===== config.mk =====
export PLATFORM = sky130hd
export DESIGN_NAME = rr_packet_arb_flat
export DESIGN_NICKNAME = d
export VERILOG_FILES = /design/src/rtl/rr_packet_arb_if.sv /design/src/rtl/rr_packet_arb.sv /design/src/flat_wrapper.sv
export SDC_FILE = /design/constraint.sdc
export NUM_CORES = 1
export LEC_CHECK = 0
export CORE_ASPECT_RATIO = 0.8
export CORE_UTILIZATION = 63
export CTS_CLUSTER_SIZE = 8
export DETAILED_ROUTE_END_ITERATION = 8
export PLACE_DENSITY = 0.94
export SYNTH_ARGS = -nofsm -noshare
export SYNTH_HDL_FRONTEND = slang
export SYNTH_SLANG_ARGS = --single-unit

===== constraint.sdc =====
create_clock -name clk_i -period 10.78 [get_ports clk_i]
set_clock_uncertainty 0.15 [all_clocks]
set_input_delay 1.078 -clock clk_i [delete_from_list [all_inputs] [get_ports clk_i]]
set_output_delay 1.078 -clock clk_i [all_outputs]
set_load 0.01 [all_outputs]

===== src/rtl/rr_packet_arb_if.sv =====
// Handshake bundle between the input-buffer request lines and the output-stage arbiter.
// The master modport drives requests; the slave modport is the arbiter side.
interface rr_packet_arb_if #(
  parameter int IN_N = 5,
  parameter int ID_W = (IN_N > 1) ? $clog2(IN_N) : 1
);
  logic [IN_N-1:0] req_i;
  logic [IN_N-1:0] last_i;
  logic            ready_i;
  logic [IN_N-1:0] grant_o;
  logic [ID_W-1:0] grant_id_o;
  logic            grant_vld_o;
  logic            locked_o;

  modport master (
    output req_i, last_i, ready_i,
    input  grant_o, grant_id_o, grant_vld_o, locked_o
  );

  modport slave (
    input  req_i, last_i, ready_i,
    output grant_o, grant_id_o, grant_vld_o, locked_o
  );
endinterface


===== src/rtl/rr_packet_arb.sv =====
// Round-robin output-stage arbiter with wormhole packet lock; zero-cycle combinational grant.
//   state  | meaning
//   IDLE   | arbitrate among all requesters starting at ptr
//   LOCKED | grant held by owner until its tail flit transfers
module rr_packet_arb #(
  parameter int IN_N = 5,
  parameter int ID_W = (IN_N > 1) ? $clog2(IN_N) : 1
) (
  input logic           clk_i,
  input logic           rst_i,
  rr_packet_arb_if.slave bus
);

  typedef enum logic {IDLE, LOCKED} state_t;

  localparam logic [ID_W:0] N_W = (ID_W+1)'(IN_N);

  state_t          state;
  logic [ID_W-1:0] ptr;
  logic [ID_W-1:0] owner;

  logic [IN_N-1:0] arb_grant;
  logic            arb_hit;
  logic [ID_W:0]   scan_idx;
  logic [IN_N-1:0] owner_oh;
  logic [IN_N-1:0] grant;
  logic [ID_W-1:0] grant_id;
  logic            grant_vld;
  logic            xfer;
  logic            tail;

  // Index arithmetic is done one bit wider so the wrap never aliases an illegal port.
  function automatic logic [ID_W-1:0] wrap_inc(input logic [ID_W-1:0] v);
    logic [ID_W:0] s;
    s = {1'b0, v} + (ID_W+1)'(1);
    if (s >= N_W) s = '0;
    return s[ID_W-1:0];
  endfunction

  always_comb begin
    arb_grant = '0;
    arb_hit   = 1'b0;
    scan_idx  = '0;
    for (int i = 0; i < IN_N; i++) begin
      scan_idx = {1'b0, ptr} + (ID_W+1)'(i);
      if (scan_idx >= N_W) scan_idx = scan_idx - N_W;
      for (int j = 0; j < IN_N; j++) begin
        if (!arb_hit && bus.req_i[j] && (scan_idx == (ID_W+1)'(j))) begin
          arb_hit      = 1'b1;
          arb_grant[j] = 1'b1;
        end
      end
    end
  end

  always_comb begin
    owner_oh = '0;
    for (int j = 0; j < IN_N; j++) begin
      if (owner == ID_W'(j)) owner_oh[j] = 1'b1;
    end
  end

  // Reset forces the grant off even though the IDLE arbiter would otherwise see requests.
  always_comb begin
    grant = '0;
    if (!rst_i) begin
      if (state == LOCKED) grant = bus.req_i & owner_oh;
      else                 grant = arb_grant;
    end
  end

  always_comb begin
    grant_id = '0;
    for (int j = 0; j < IN_N; j++) begin
      if (grant[j]) grant_id = ID_W'(j);
    end
  end

  assign grant_vld = |grant;
  assign xfer      = grant_vld & bus.ready_i;
  assign tail      = |(grant & bus.last_i);

  assign bus.grant_o     = grant;
  assign bus.grant_id_o  = (IN_N == 1) ? '0 : grant_id;
  assign bus.grant_vld_o = grant_vld;
  assign bus.locked_o    = (state == LOCKED) & ~rst_i;

  always_ff @(posedge clk_i or posedge rst_i) begin
    if (rst_i) begin
      state <= IDLE;
      ptr   <= '0;
      owner <= '0;
    end else begin
      case (state)
        IDLE: begin
          if (xfer) begin
            if (tail) begin
              ptr <= wrap_inc(grant_id);
            end else begin
              state <= LOCKED;
              owner <= grant_id;
            end
          end
        end
        LOCKED: begin
          // A bubble on the owner keeps the lock; only its tail releases it.
          if (xfer && tail) begin
            state <= IDLE;
            ptr   <= wrap_inc(owner);
          end
        end
        default: state <= IDLE;
      endcase
    end
  end

endmodule


===== src/flat_wrapper.sv =====
// flat-port wrapper written by rule: the top's interface ports become plain ports
module rr_packet_arb_flat 
#(
  parameter int IN_N = 5,
  parameter int ID_W = (IN_N > 1) ? $clog2(IN_N) : 1
)
  (clk_i, rst_i, bus_req_i, bus_last_i, bus_ready_i, bus_grant_o, bus_grant_id_o, bus_grant_vld_o, bus_locked_o);
  rr_packet_arb_if #(.IN_N(IN_N), .ID_W(ID_W)) bus_i ();
  input logic clk_i;
  input logic rst_i;
  input wire logic [$bits(bus_i.req_i)-1:0] bus_req_i;
  input wire logic [$bits(bus_i.last_i)-1:0] bus_last_i;
  input wire logic [$bits(bus_i.ready_i)-1:0] bus_ready_i;
  output wire logic [$bits(bus_i.grant_o)-1:0] bus_grant_o;
  output wire logic [$bits(bus_i.grant_id_o)-1:0] bus_grant_id_o;
  output wire logic [$bits(bus_i.grant_vld_o)-1:0] bus_grant_vld_o;
  output wire logic [$bits(bus_i.locked_o)-1:0] bus_locked_o;
  assign bus_i.req_i = bus_req_i;
  assign bus_i.last_i = bus_last_i;
  assign bus_i.ready_i = bus_ready_i;
  assign bus_grant_o = bus_i.grant_o;
  assign bus_grant_id_o = bus_i.grant_id_o;
  assign bus_grant_vld_o = bus_i.grant_vld_o;
  assign bus_locked_o = bus_i.locked_o;
  rr_packet_arb #(.IN_N(IN_N), .ID_W(ID_W)) u_core (.clk_i(clk_i), .rst_i(rst_i), .bus(bus_i));
endmodule

-- After elaboration in Yosys (flattened, before gate mapping)
Index checks and enable logic that the tools add are counted.
- bitwise operators: 7
- equal/unequal tests: 27
- reductions and logical operators: 84
- multiplexer cells: 74
- $lt $le $gt $ge: 7
- add/subtract/negate cells: 11
- operator list (cell ; count):
    2-to-1 mux 1 bit ; 57
    logical AND 1 bit ; 50
    equality test 4 x 2 -> 1 bit, second input constant ; 10
    greater-or-equal comparator 4 x 3 -> 1 bit, second input constant ; 6
    logical NOT 1 bit ; 24
    equality test 4 x 1 -> 1 bit, second input constant ; 5
    equality test 4 x 3 -> 1 bit, second input constant ; 5
    logical NOT 4 bit ; 5
    2-to-1 mux 4 bit ; 5
    2-to-1 mux 3 bit ; 6
    subtractor 4 x 3 -> 4 bit, second input constant ; 4
    adder 3 x 1 -> 4 bit, second input constant ; 3
    bitwise AND 5 bit ; 2
    2-to-1 mux 5 bit ; 2
    OR reduction 5 bit ; 2
    adder 3 x 2 -> 4 bit, second input constant ; 2
    equality test 3 x 2 -> 1 bit, second input constant ; 2
    case mux 3 bit (2 select lines) ; 1
    AND reduction 3 bit ; 2
    adder 3 x 3 -> 4 bit, second input constant ; 1
    2-to-1 mux 2 bit ; 2
    inequality test 2 x 1 -> 1 bit, second input constant ; 2
    subtractor 3 x 3 -> 4 bit, second input constant ; 1
    equality test 3 x 1 -> 1 bit, second input constant ; 1
    other kinds (7) ; 10
- bits in registers: 7
- output and inout port bits: 10
- logic and storage cells: 213
- input port bits: 13

-- Depth between registers and ports, before layout
- depth after elaboration: 113
- depth in mapped cells: 19
- depth with buffers taken out: 17

-- Least setup slack after synthesis
OpenSTA, ideal clock, no wires.
- path type: flip-flop to output port
- from: register u_core.ptr[0]
- to: output bus_grant_id_o[1]
- cell stages (with the launch flop): 14
- buffers on the path: 1
- data required time: 9552 ps
- arrival: 3602 ps
- slack: 5950 ps
- cells stage by stage: dfrtp_1 > clkinv_1 > ha_1 > inv_1 > fa_1 > a21o_1 > buf_6 > mux2_2 > or4_1 > and3b_1 > or4b_4 > o32ai_1 > a21oi_1 > nor2_1
- elaborated cells between the ends (all ways): 161
- classes of those cells: add/sub: 9; order compare: 5; eq/ne: 20; mux: 49; reduce/logical: 78
- RTL lines (element ; line ; RTL):
    start, declared ; rr_packet_arb.sv:19 ; logic [ID_W-1:0] ptr;
    start signal, assigned ; rr_packet_arb.sv:98 ; ptr <= wrap_inc(grant_id);
    start signal, assigned ; rr_packet_arb.sv:109 ; ptr <= wrap_inc(owner);
    subtractor 3 x 3 -> 4 bit or greater-or-equal comparator 3 bit (tied branches) ; rr_packet_arb.sv:46 ; if (scan_idx >= N_W) scan_idx = scan_idx - N_W;
    2-to-1 mux 4 bit ; rr_packet_arb.sv:46 ;
    logical NOT 4 bit ; rr_packet_arb.sv:48 ; if (!arb_hit && bus.req_i[j] && (scan_idx == (ID_W+1)'(j))) begin
    logical AND 1 bit ; rr_packet_arb.sv:48 ;
    2-to-1 mux 1 bit ; rr_packet_arb.sv:48 ;
    logical NOT 1 bit ; rr_packet_arb.sv:48 ;
    logical AND 1 bit (2 in a row) ; rr_packet_arb.sv:48 ;
    2-to-1 mux 1 bit ; rr_packet_arb.sv:48 ;
    (+80 left out) ; - ;
    logical NOT 1 bit ; rr_packet_arb.sv:48 ;
    logical AND 1 bit (2 in a row) ; rr_packet_arb.sv:48 ;
    2-to-1 mux 1 bit (*) ; rr_packet_arb.sv:48 ;
    2-to-1 mux 5 bit (*) ; rr_packet_arb.sv:67 ; if (state == LOCKED) grant = bus.req_i & owner_oh;
    2-to-1 mux 5 bit (*) ; rr_packet_arb.sv:66 ; if (!rst_i) begin
    named net bus_grant_o[2] ; flat_wrapper.sv:14 ; output wire logic [$bits(bus_i.grant_o)-1:0] bus_grant_o;
    2-to-1 mux 2 bit (*) (2 in a row) ; rr_packet_arb.sv:75 ; if (grant[j]) grant_id = ID_W'(j);
    2-to-1 mux 3 bit (*) ; rr_packet_arb.sv:75 ;
    end, declared ; flat_wrapper.sv:15 ; output wire logic [$bits(bus_i.grant_id_o)-1:0] bus_grant_id_o;
The timed path passes the listed nets; every way through them passes the cells marked *.

-- Worst setup path in the final report
- from: register u_core.ptr[1]
- to: output bus_grant_id_o[0]
- cells in the longest elaborated chain, start to end: 104
- elaborated cells between the ends (all ways): 167
- classes of those cells: add/sub: 9; order compare: 5; eq/ne: 20; mux: 55; reduce/logical: 78
- RTL lines (element ; line):
    subtractor 3 x 3 -> 4 bit or greater-or-equal comparator 3 bit (tied branches) ; rr_packet_arb.sv:46
    2-to-1 mux 4 bit ; rr_packet_arb.sv:46
    logical NOT 4 bit ; rr_packet_arb.sv:48
    logical AND 1 bit ; rr_packet_arb.sv:48
    2-to-1 mux 1 bit ; rr_packet_arb.sv:48
    logical NOT 1 bit ; rr_packet_arb.sv:48
    logical AND 1 bit (2 in a row) ; rr_packet_arb.sv:48
    2-to-1 mux 1 bit ; rr_packet_arb.sv:48
    (+85 left out) ; -
    logical AND 1 bit (2 in a row) ; rr_packet_arb.sv:48
    2-to-1 mux 1 bit ; rr_packet_arb.sv:48
    logical NOT 1 bit ; rr_packet_arb.sv:48
    logical AND 1 bit (2 in a row) ; rr_packet_arb.sv:48
    2-to-1 mux 1 bit ; rr_packet_arb.sv:48
    2-to-1 mux 5 bit (*) ; rr_packet_arb.sv:67
    2-to-1 mux 5 bit (*) ; rr_packet_arb.sv:66
    2-to-1 mux 3 bit (*) ; rr_packet_arb.sv:75
Mark *: on every way between the ends. The rest lies on a longest branch, timed or not.

==> metrics.txt <==
# TYPE chip_impl_metric gauge
chip_impl_info{name="rsz0062_at_grt",value="no"} 1
chip_impl_metric{name="xor_xnor_portion_of_the_synthesized_cell_area",unit="%"} 0.420
chip_impl_info{name="timing.critical_path.from_type",value="register"} 1
chip_impl_metric{name="multi_input_area",unit="um^2"} 1740
chip_impl_metric{name="netlist.area_leader.share",unit="%"} 12.0
chip_impl_metric{name="grt_overflow_total",unit=""} 0
chip_impl_metric{name="synth_adder_area_share",unit="%"} 13.0
chip_impl_metric{name="cp.arrival",unit="ns"} 4.99
chip_impl_metric{name="number_of_standard_cell_rows_in_the_floorplan",unit=""} 18
chip_impl_metric{name="insertedDiodeCount",unit=""} 0
chip_impl_metric{name="final.fill_count",unit=""} 251
chip_impl_metric{name="die_height",unit="um"} 53.5
chip_impl_info{name="cts_root_buf",value="clkbuf_8"} 1
chip_impl_metric{name="seq_area",unit="um^2"} 175
chip_impl_metric{name="achievable-frequency",unit="MHz"} 161
chip_impl_metric{name="detail_route.vias_per_cell",unit=""} 6.74
chip_impl_metric{name="avgSynthCellArea",unit="um^2"} 7.53
chip_impl_info{name="timing.critical_path.from",value="u_core.ptr[1]"} 1
chip_impl_metric{name="num-nets-final",unit=""} 322
chip_impl_info{name="yosys.area.top_type",value="ha_1"} 1
chip_impl_metric{name="number_of_hold_repair_buffers_added_at_the_cts_stage",unit=""} 0
chip_impl_metric{name="yosys_warnings",unit=""} 0
chip_impl_metric{name="dpl_hpwl",unit="um"} 4660
chip_impl_metric{name="drv_cap",unit=""} 0
chip_impl_metric{name="die-area",unit="um^2"} 3550
chip_impl_metric{name="synth.lib_cells_used.distinct",unit=""} 77
chip_impl_metric{name="globalRouteMet1Util",unit="%"} 53.2
chip_impl_metric{name="sequential_share_of_the_synthesized_area",unit="%"} 8.40
chip_impl_metric{name="wire_length_of_the_first_global_routing_pass",unit="um"} 9470
chip_impl_metric{name="final_report_hold_violation_count",unit=""} 0
chip_impl_info{name="ys_top_cells_by_area",value="ha_1 12%, dfrtp_1 8.4%, nand2_1 3.8%"} 1
chip_impl_metric{name="power.switching_fraction",unit="%"} 56.2
chip_impl_metric{name="finalMaxSlewViolations",unit=""} 0
chip_impl_info{name="holdCritStartpoint",value="u_core.owner[0]"} 1
chip_impl_metric{name="clk_pin_slew_worst_paths",unit="ns"} 0.04
chip_impl_metric{name="htree_num_levels",unit=""} 1
chip_impl_metric{name="proportion_of_layout_cells_with_a_drive_suffix_above_1",unit="%"} 10.8
chip_impl_metric{name="placeableCoreArea",unit="um^2"} 3130
chip_impl_metric{name="synth_edf_count",unit=""} 0
chip_impl_metric{name="synth-seq-cells",unit=""} 7
chip_impl_metric{name="top_level_ports",unit=""} 23
chip_impl_metric{name="tightest_slew",unit="ns"} 0.715
chip_impl_metric{name="met3_grt_util",unit="%"} 2.16
chip_impl_metric{name="synth_async_sr_flop_share",unit="%"} 100
chip_impl_metric{name="post-route-period-util",unit="%"} 57.7
chip_impl_metric{name="antenna_found_initial",unit=""} 0
chip_impl_metric{name="clock_latency",unit="ns"} 0.22
chip_impl_metric{name="synthToLayoutAreaGrowth",unit="%"} 10.8
chip_impl_metric{name="total_global_routing_track_utilization",unit="%"} 35.5
chip_impl_info{name="cts_tree",value="built"} 1
chip_impl_metric{name="p_per_area",unit="nW/um^2"} 351
chip_impl_metric{name="slew-limit-headroom",unit="%"} 51.1
chip_impl_info{name="r2r_start",value="u_core.ptr[1]"} 1
chip_impl_metric{name="netlist_instances",unit=""} 277
chip_impl_metric{name="cp_data_required_time",unit="ns"} 9.55
chip_impl_metric{name="initialDrtViolationCount",unit=""} 268
chip_impl_metric{name="place.gp.congestion",unit=""} 0.968
chip_impl_metric{name="ctsLongestPathBuffers",unit=""} 2
chip_impl_info{name="yosys_most_used_dff",value="dfrtp_1"} 1
chip_impl_metric{name="worst-path-max-fanout",unit=""} 16
chip_impl_info{name="timing_worst_setup_path_type",value="register to output port"} 1
chip_impl_metric{name="clock_power_share",unit="%"} 4.3
chip_impl_metric{name="grt_pass1_vias",unit=""} 1951
chip_impl_metric{name="finalSetupViolCount",unit=""} 0
chip_impl_metric{name="buffer_ports.inserted",unit=""} 22
chip_impl_metric{name="antenna_violation_net_count_after_detailed_routing",unit=""} 0
chip_impl_metric{name="synth-simple-area-share",unit="%"} 30.0
chip_impl_info{name="outcome",value="complete, no violations"} 1
chip_impl_metric{name="total_standard_cell_area_after_synthesis",unit="um^2"} 2090
chip_impl_metric{name="maximum_number_of_pins_on_one_net_before_global_route_repair",unit=""} 39
chip_impl_metric{name="cellLeakagePower",unit="uW"} 0.000941
chip_impl_metric{name="route.final.wire_length",unit="um"} 5960
chip_impl_metric{name="drc",unit=""} 0
chip_impl_metric{name="synth_mux_area_share",unit="%"} 7.02
chip_impl_metric{name="number_of_clock_buffers_inserted_by_tritoncts",unit=""} 3
chip_impl_info{name="critical_path.endpoint_type",value="output port"} 1
chip_impl_metric{name="wirelength_per_cell",unit="um"} 18.2
chip_impl_metric{name="cell_internal_power",unit="uW"} 355
chip_impl_metric{name="numClockSinks",unit=""} 7
chip_impl_metric{name="initial_core_util",unit="%"} 66.6
chip_impl_metric{name="post-cts-setup-buffers",unit=""} 0
chip_impl_metric{name="postSynthNetCount",unit=""} 311
chip_impl_metric{name="finalHoldWorstSlack",unit="ns"} 0.464
chip_impl_metric{name="drt_first_pass_iters",unit=""} 5
chip_impl_metric{name="ir_drop",unit="mV"} 0.286
chip_impl_metric{name="p_switching",unit="uW"} 456
chip_impl_metric{name="die_boundary_width",unit="um"} 66.3
chip_impl_metric{name="route.vias.total",unit=""} 2203
chip_impl_metric{name="cts_repair_resize_count",unit=""} 0
chip_impl_metric{name="setup_total_negative_slack",unit="ns"} 0
chip_impl_metric{name="period_minus_slack",unit="ns"} 6.22
chip_impl_info{name="layout_commonest_cell",value="clkdlybuf4s50_1"} 1
chip_impl_metric{name="use_met2",unit="%"} 54.8
chip_impl_metric{name="seq_power_share",unit="%"} 8.1
chip_impl_metric{name="synth_compound_area_share",unit="%"} 33.1
chip_impl_metric{name="comb_power_share",unit="%"} 87.6
chip_impl_info{name="grt_busiest_layer",value="met2"} 1
chip_impl_info{name="most-common-layout-cells",value="22 x clkdlybuf4s50_1, 21 x nand2_1, 20 x ha_1, 19 x nor2_1, 18 x inv_1"} 1
chip_impl_info{name="combinational_family_with_the_most_area_after_synthesis",value="compound AO/OA/AOI/OAI gates"} 1
chip_impl_info{name="type_of_the_worst_min_delay_path",value="register to register"} 1
[synth_stat cells (2+ instances only)]
cell,count
and2_1,7
or3b_2,4
nand2b_1,5
nor2b_1,6
o21ai_0,9
nor3_1,2
o41ai_1,3
o21a_1,2
a32oi_1,3
nand4_1,3
a21oi_1,15
clkbuf_1,7
o31ai_1,3
o211a_1,2
ha_1,20
or2_2,2
or4_1,2
a41oi_1,2
nand3_1,13
or3_1,2
and3_1,5
inv_1,18
nand2_1,21
mux2_4,2
nor3b_1,2
a221oi_1,2
o21bai_1,2
buf_2,6
a22oi_1,2
a21boi_0,2
nor4_1,3
a311oi_1,2
a31oi_1,9
nor2_1,19
a211oi_1,4
buf_6,3
dfrtp_1,7
o2bb2ai_1,2
mux2i_1,6
a2111oi_0,4
mux2_2,5
a21o_1,4
[per-stage QoR]
stage               utilization [%]  power [uW]  worst slack (ns)  std cells  cell area, um^2
CTS                            73.8         793              4.64        327             2310
finish                         73.8         811              4.56        327             2310
global placement               72.4         742              4.73        323             2270
detailed placement             72.4         752              4.81        323             2270
global route                   73.8         879              4.27        327             2310
floorplan                         -         605              5.95        277             2090
[layer usage]
metal	up-vias	routed length, um
li1	1073	-
met1	1001	2770
met2	122	2620
met3	7	528
met4	0	52
met5	-	0
[worst paths after layout]
| path | end | slack (ns) | cells past startpoint |
|---|---|---|---|
| min in group asynchronous | u_core.owner[0] | 1.11 | 2 |
| hold reg to reg | u_core.owner[0] | 0.46 | 1 |
| setup reg to reg | u_core.owner[1] | 5.52 | 14 |
| setup / recovery | bus_grant_id_o[0] | 4.56 | 14 |
| hold / removal | u_core.owner[0] | 0.46 | 1 |
| max in group asynchronous | u_core.ptr[1] | 9.14 | 2 |
[final cells by class]
type | count | share of cell area (%)
Timing Repair Buffer | 23 | 9.85
Tap cell | 40 | 2.17
Inverter | 19 | 3.09
Sequential cell | 7 | 7.58
Clock buffer | 4 | 1.95
Multi-Input combinational cell | 234 | 75.4
[power groups by stage]
stage	logic, uW	clock network (uW)	registers (uW)
final	710	35.1	65.3
after global routing	773	37.2	68.5
after CTS	692	36.3	64.8
after detailed placement	687	0	65.2
after global placement	678	0	63.5
after floorplan	551	0	53.2
[logic make-up after synthesis]
logic type | after synthesis
AO/OA/AOI/OAI | 91
adder cells (fa/ha/maj) | 21
flip-flops | 7
AND/OR/NAND/NOR | 108
multiplexers | 13
buffers and inverters | 36
XOR/XNOR | 1
[worst max-delay path, cell delays in order (launching register included)]
cell and delay [ns]:
dfrtp_1 0.56, inv_1 0.32, ha_1 0.33, inv_1 0.07, ha_1 0.21, a21o_1 0.29
a2111oi_0 0.64, a41oi_1 0.15, a211oi_2 0.36, nand2_1 0.20, o311ai_0 0.48, o21ai_1 0.25
nor2_1 0.18, o21a_1 0.17, clkdlybuf4s50_1 0.54
No activity file was read; power rests on OpenSTA's default activity.
